`config.mk`:
```
export PLATFORM = sky130hd
export DESIGN_NAME = serial_mag_comparator_flat
export DESIGN_NICKNAME = d
export VERILOG_FILES = /design/src/rtl/serial_mag_comparator_if.sv /design/src/rtl/serial_mag_comparator.sv /design/src/flat_wrapper.sv
export SDC_FILE = /design/constraint.sdc
export NUM_CORES = 1
export LEC_CHECK = 0
export CAP_MARGIN = 20
export CORE_AREA = 2 2 49 51
export CTS_BUF_LIST = sky130_fd_sc_hd__clkbuf_2
export CTS_CLUSTER_DIAMETER = 80
export CTS_CLUSTER_SIZE = 30
export DETAILED_ROUTE_END_ITERATION = 10
export DIE_AREA = 0 0 51 53
export DONT_BUFFER_PORTS = 1
export MAX_ROUTING_LAYER = met4
export PLACE_DENSITY = 0.67
export SLEW_MARGIN = 20
export SYNTH_ARGS = -nofsm -noshare
export SYNTH_HDL_FRONTEND = slang
export SYNTH_SLANG_ARGS = --single-unit
```
`constraint.sdc`:
```
create_clock -name clk -period 5 [get_ports clk]
set_clock_uncertainty 0.15 [all_clocks]
set_input_delay 0.75 -clock clk [delete_from_list [all_inputs] [get_ports clk]]
set_output_delay 0.75 -clock clk [all_outputs]
set_load 0.005 [all_outputs]
```
`src/rtl/serial_mag_comparator_if.sv`:
```
// rtl/serial_mag_comparator_if.sv - operand request and result bundle for the serial magnitude comparator
interface serial_mag_comparator_if #(
    parameter int WIDTH = 8
);
    logic             start;
    logic [WIDTH-1:0] a;
    logic [WIDTH-1:0] b;
    logic             busy;
    logic             done;
    logic             smaller;
    logic             equal;
    logic             greater;

    modport master (
        output start, a, b,
        input  busy, done, smaller, equal, greater
    );

    modport slave (
        input  start, a, b,
        output busy, done, smaller, equal, greater
    );
endinterface

```
`src/rtl/serial_mag_comparator.sv`:
```
// rtl/serial_mag_comparator.sv - bit-serial MSB-first unsigned magnitude comparator
module serial_mag_comparator #(
    parameter int WIDTH = 8
) (
    input logic                    clk,
    input logic                    reset,
    serial_mag_comparator_if.slave cmp
);
    localparam int IDX_W = $clog2(WIDTH);

    typedef enum logic {
        IDLE,
        COMPARE
    } state_t;

    state_t           state;
    logic [WIDTH-1:0] a_q;
    logic [WIDTH-1:0] b_q;
    logic [IDX_W-1:0] idx;
    logic             busy_q;
    logic             done_q;
    logic             smaller_q;
    logic             equal_q;
    logic             greater_q;

    // Capture operands on start, then examine one bit per cycle from the MSB down.
    // The first differing bit decides the result; the walk ends at bit 0 without wrapping.
    always_ff @(posedge clk) begin
        if (reset) begin
            state     <= IDLE;
            a_q       <= '0;
            b_q       <= '0;
            idx       <= '0;
            busy_q    <= 1'b0;
            done_q    <= 1'b0;
            smaller_q <= 1'b0;
            equal_q   <= 1'b0;
            greater_q <= 1'b0;
        end else begin
            done_q <= 1'b0;
            case (state)
                IDLE: begin
                    if (cmp.start) begin
                        a_q       <= cmp.a;
                        b_q       <= cmp.b;
                        idx       <= IDX_W'(WIDTH - 1);
                        smaller_q <= 1'b0;
                        equal_q   <= 1'b0;
                        greater_q <= 1'b0;
                        busy_q    <= 1'b1;
                        state     <= COMPARE;
                    end
                end
                COMPARE: begin
                    if (a_q[idx] != b_q[idx]) begin
                        greater_q <= a_q[idx];
                        smaller_q <= ~a_q[idx];
                        done_q    <= 1'b1;
                        busy_q    <= 1'b0;
                        state     <= IDLE;
                    end else if (idx == '0) begin
                        equal_q <= 1'b1;
                        done_q  <= 1'b1;
                        busy_q  <= 1'b0;
                        state   <= IDLE;
                    end else begin
                        idx <= idx - IDX_W'(1);
                    end
                end
                default: begin
                    state  <= IDLE;
                    busy_q <= 1'b0;
                end
            endcase
        end
    end

    assign cmp.busy    = busy_q;
    assign cmp.done    = done_q;
    assign cmp.smaller = smaller_q;
    assign cmp.equal   = equal_q;
    assign cmp.greater = greater_q;
endmodule

```
`src/flat_wrapper.sv`:
```
// flat-port wrapper written by rule: the top's interface ports become plain ports
module serial_mag_comparator_flat 
#(
    parameter int WIDTH = 8
)
  (clk, reset, cmp_start, cmp_a, cmp_b, cmp_busy, cmp_done, cmp_smaller, cmp_equal, cmp_greater);
  serial_mag_comparator_if #(.WIDTH(WIDTH)) cmp_i ();
  input logic clk;
  input logic reset;
  input wire logic [$bits(cmp_i.start)-1:0] cmp_start;
  input wire logic [$bits(cmp_i.a)-1:0] cmp_a;
  input wire logic [$bits(cmp_i.b)-1:0] cmp_b;
  output wire logic [$bits(cmp_i.busy)-1:0] cmp_busy;
  output wire logic [$bits(cmp_i.done)-1:0] cmp_done;
  output wire logic [$bits(cmp_i.smaller)-1:0] cmp_smaller;
  output wire logic [$bits(cmp_i.equal)-1:0] cmp_equal;
  output wire logic [$bits(cmp_i.greater)-1:0] cmp_greater;
  assign cmp_i.start = cmp_start;
  assign cmp_i.a = cmp_a;
  assign cmp_i.b = cmp_b;
  assign cmp_busy = cmp_i.busy;
  assign cmp_done = cmp_i.done;
  assign cmp_smaller = cmp_i.smaller;
  assign cmp_equal = cmp_i.equal;
  assign cmp_greater = cmp_i.greater;
  serial_mag_comparator #(.WIDTH(WIDTH)) u_core (.clk(clk), .reset(reset), .cmp(cmp_i));
endmodule
```
==> flow_summary.json <==
{
  "hold_class": "in2reg",
  "first_pass_iters": 4,
  "fp.dieArea_sq_mm": 0.00270,
  "yosysMostFrequentCell": "nand2_1",
  "required_ns": 5.13,
  "synthSimpleGateAreaFrac": 0.182,
  "die_h_um": 53,
  "fin_setup_tns_ns": 0,
  "layout-drive-gt1-share": 0.0813,
  "synth-main-ff-cell": "dfxtp_1",
  "status": "finished, final reports clean",
  "fillers": 224,
  "rsz0062_at_grt": "false",
  "fp-row-count": 17,
  "synth-compound-area-share": 0.135,
  "start_util": 0.526,
  "clockRootBuffer": "clkbuf_2",
  "routed_via_density": 5.44,
  "drt_first_iter_violations": 7,
  "clkTransAtPathRegs_ns": 0.23,
  "numCtsBuffers": 3,
  "syn2layout_area_growth_pct": 1.44,
  "crit_type": "reg2reg",
  "cts.sinks": 25,
  "fmax_mhz": 431,
  "vias": 821,
  "synth_xor_area_frac": 0.0221,
  "crit_arrival_ns": 2.45,
  "synth_top_area_share": 0.443,
  "ctsResizeCount": 0,
  "power_mw": 0.404,
  "fin_crit_sh": 0.464,
  "syn_inst": 126,
  "grt.overflow.total": 0,
  "final_core_util": 0.533,
  "final.setup.worst_slack_ns": 2.68,
  "cp-end-kind": "flop",
  "yosysTopAreaCell": "dfxtp_1",
  "diodes": 0,
  "yosys-top-cells-area": "dfxtp_1 (44%), nand2_1 (11%), a21oi_1 (8.9%)",
  "synth_mux_area_frac": 0.133,
  "drv_cap": 0,
  "holdBufCountCts": 0,
  "period_needed_ns": 2.32,
  "io_pins": 24,
  "cts.htree.levels": 1,
  "nets": 145,
  "syn-num-nets": 147,
  "grt_max_degree": 25,
  "synth_edf_count": 0,
  "place_area_sq_mm": 0.00113,
  "antenna_found_initial": 0,
  "post-place-ws_ns": 2.70,
  "ys_seq_elements": 25,
  "grt_pass1_vias": 843,
  "die_x_um": 51,
  "syn_area_sq_mm": 0.00113,
  "wl_per_cell_um": 13.5,
  "dp_hpwl_mm": 1.45,
  "powerDensity_mw_per_mm2": 352,
  "synth_commonest_cells": "nand2_1 (34), dfxtp_1 (25), a21oi_1 (20), nor2_1 (6)",
  "leakagePower_nw": 0.441,
  "gp_congestion": 0.783,
  "ys_async_sr_fraction": 0,
  "worst_skew_pair.late_latency_ns": 0.35,
  "coreArea_sq_mm": 0.00215,
  "yosysWarnings": 0,
  "ys_types": 31,
  "post_cts_buffers": 0,
  "relSlewSlack": 0.585,
  "design_area_sq_mm": 0.00115,
  "irDropWorstVdd_mv": 0.179,
  "ant_nets": 0,
  "port_buffers": 0,
  "drc_errors": 0,
  "synthAdderAreaFrac": 0.0310,
  "worst_pin_slew_ns": 0.622,
  "hold_viol": 0,
  "cts_tree": "yes",
  "report.final.slew_viol_count": 0,
  "synth_top_family_by_area": "simple AND/OR/NAND/NOR gates",
  "cp-start-kind": "flop",
  "setup_violations": 0,
  "global_route.usage.total": 0.185,
  "ys_seq_area_frac": 0.443,
  "critical_path.max_fanout": 7,
  "grt_pass1_wl_mm": 3.54,
  "drt-total-wl_mm": 2.05,
  "cts_buffer_depth": 2,
  "syn_area_per_cell_sq_um": 8.97
}
[sequential cells by signal (all words and copies together), names as in the netlist]
| signal | cells |
|---|---|
| u_core.a_q | 8 |
| u_core.cmp.equal | 1 |
| u_core.cmp.busy | 1 |
| u_core.cmp.smaller | 1 |
| u_core.idx | 3 |
| u_core.cmp.greater | 1 |
| u_core.state | 1 |
| u_core.cmp.done | 1 |
| u_core.b_q | 8 |
[power breakdown]
group | leakage [nW] | internal, mW | switching [mW]
clock network | 0.0164 | 0.0181 | 0.0603
registers | 0.206 | 0.218 | 0.0191
logic | 0.218 | 0.0435 | 0.0447
total | 0.441 | 0.280 | 0.124
[path summary, 6_finish.rpt]
| path | from | end | slack (ns) | cells after the start |
|---|---|---|---|---|
| setup / recovery | u_core.idx[0]$_SDFFE_PP0P_ | u_core.idx[1]$_SDFFE_PP0P_ | 2.68 | 5 |
| hold / removal | reset | u_core.b_q[2]$_SDFFE_PP0P_ | 0.28 | 1 |
| setup reg to reg | u_core.idx[0]$_SDFFE_PP0P_ | u_core.idx[1]$_SDFFE_PP0P_ | 2.68 | 5 |
| hold reg to reg | u_core.a_q[5]$_SDFFE_PP0P_ | u_core.a_q[5]$_SDFFE_PP0P_ | 0.31 | 2 |
[per-layer routing]
layer / up-vias / GRT usage / wire (um)
li1: 421 / - / -
met1: 378 / 0.205 / 922
met2: 18 / 0.318 / 992
met3: 4 / 0.0311 / 96
met4: 0 / 0.0991 / 34
met5: - / - / 0
[final cells by class]
cell class / count / area (sq um) / area share
Clock buffer: 3 / 15.0 / 0.0131
Clock inverter: 1 / 5.00 / 0.00437
Inverter: 4 / 15.0 / 0.0131
Multi-Input combinational cell: 89 / 568 / 0.496
Sequential cell: 25 / 500 / 0.437
Tap cell: 28 / 35.0 / 0.0306
Timing Repair Buffer: 1 / 7.51 / 0.00655
[cell usage in the layout (no fill, tap or decap), types with 2 or more instances in the layout]
cell,n
o21ai_0,3
nor3_1,3
dfxtp_1,25
inv_1,4
ha_1,2
a21oi_1,20
nor2_1,6
mux4_1,3
clkbuf_2,3
nand2_1,34
[critical path: stages (launching register included)]
cell,delay [ns]
dfxtp_1,0.53
mux4_1,0.59
mux2_2,0.34
xor2_2,0.24
nand2_1,0.11
mux2_4,0.30
[kinds of logic after synthesis]
logic type | after synthesis
XOR/XNOR | 2
AND/OR/NAND/NOR | 49
AO/OA/AOI/OAI | 28
flip-flops | 25
adder cells (fa/ha/maj) | 3
multiplexers | 7
buffers and inverters | 12
[through the flow]
| step | std cells | hold WS, ns |
|---|---|---|
| final | 151 | 0.275 |
| after global routing | 151 | 0.239 |
| after CTS | 151 | 0.265 |
| after detailed placement | 147 | 0.291 |
| after global placement | 147 | 0.285 |
| after floorplan | 126 | 0.282 |
Power figures use the tool's default switching activity.
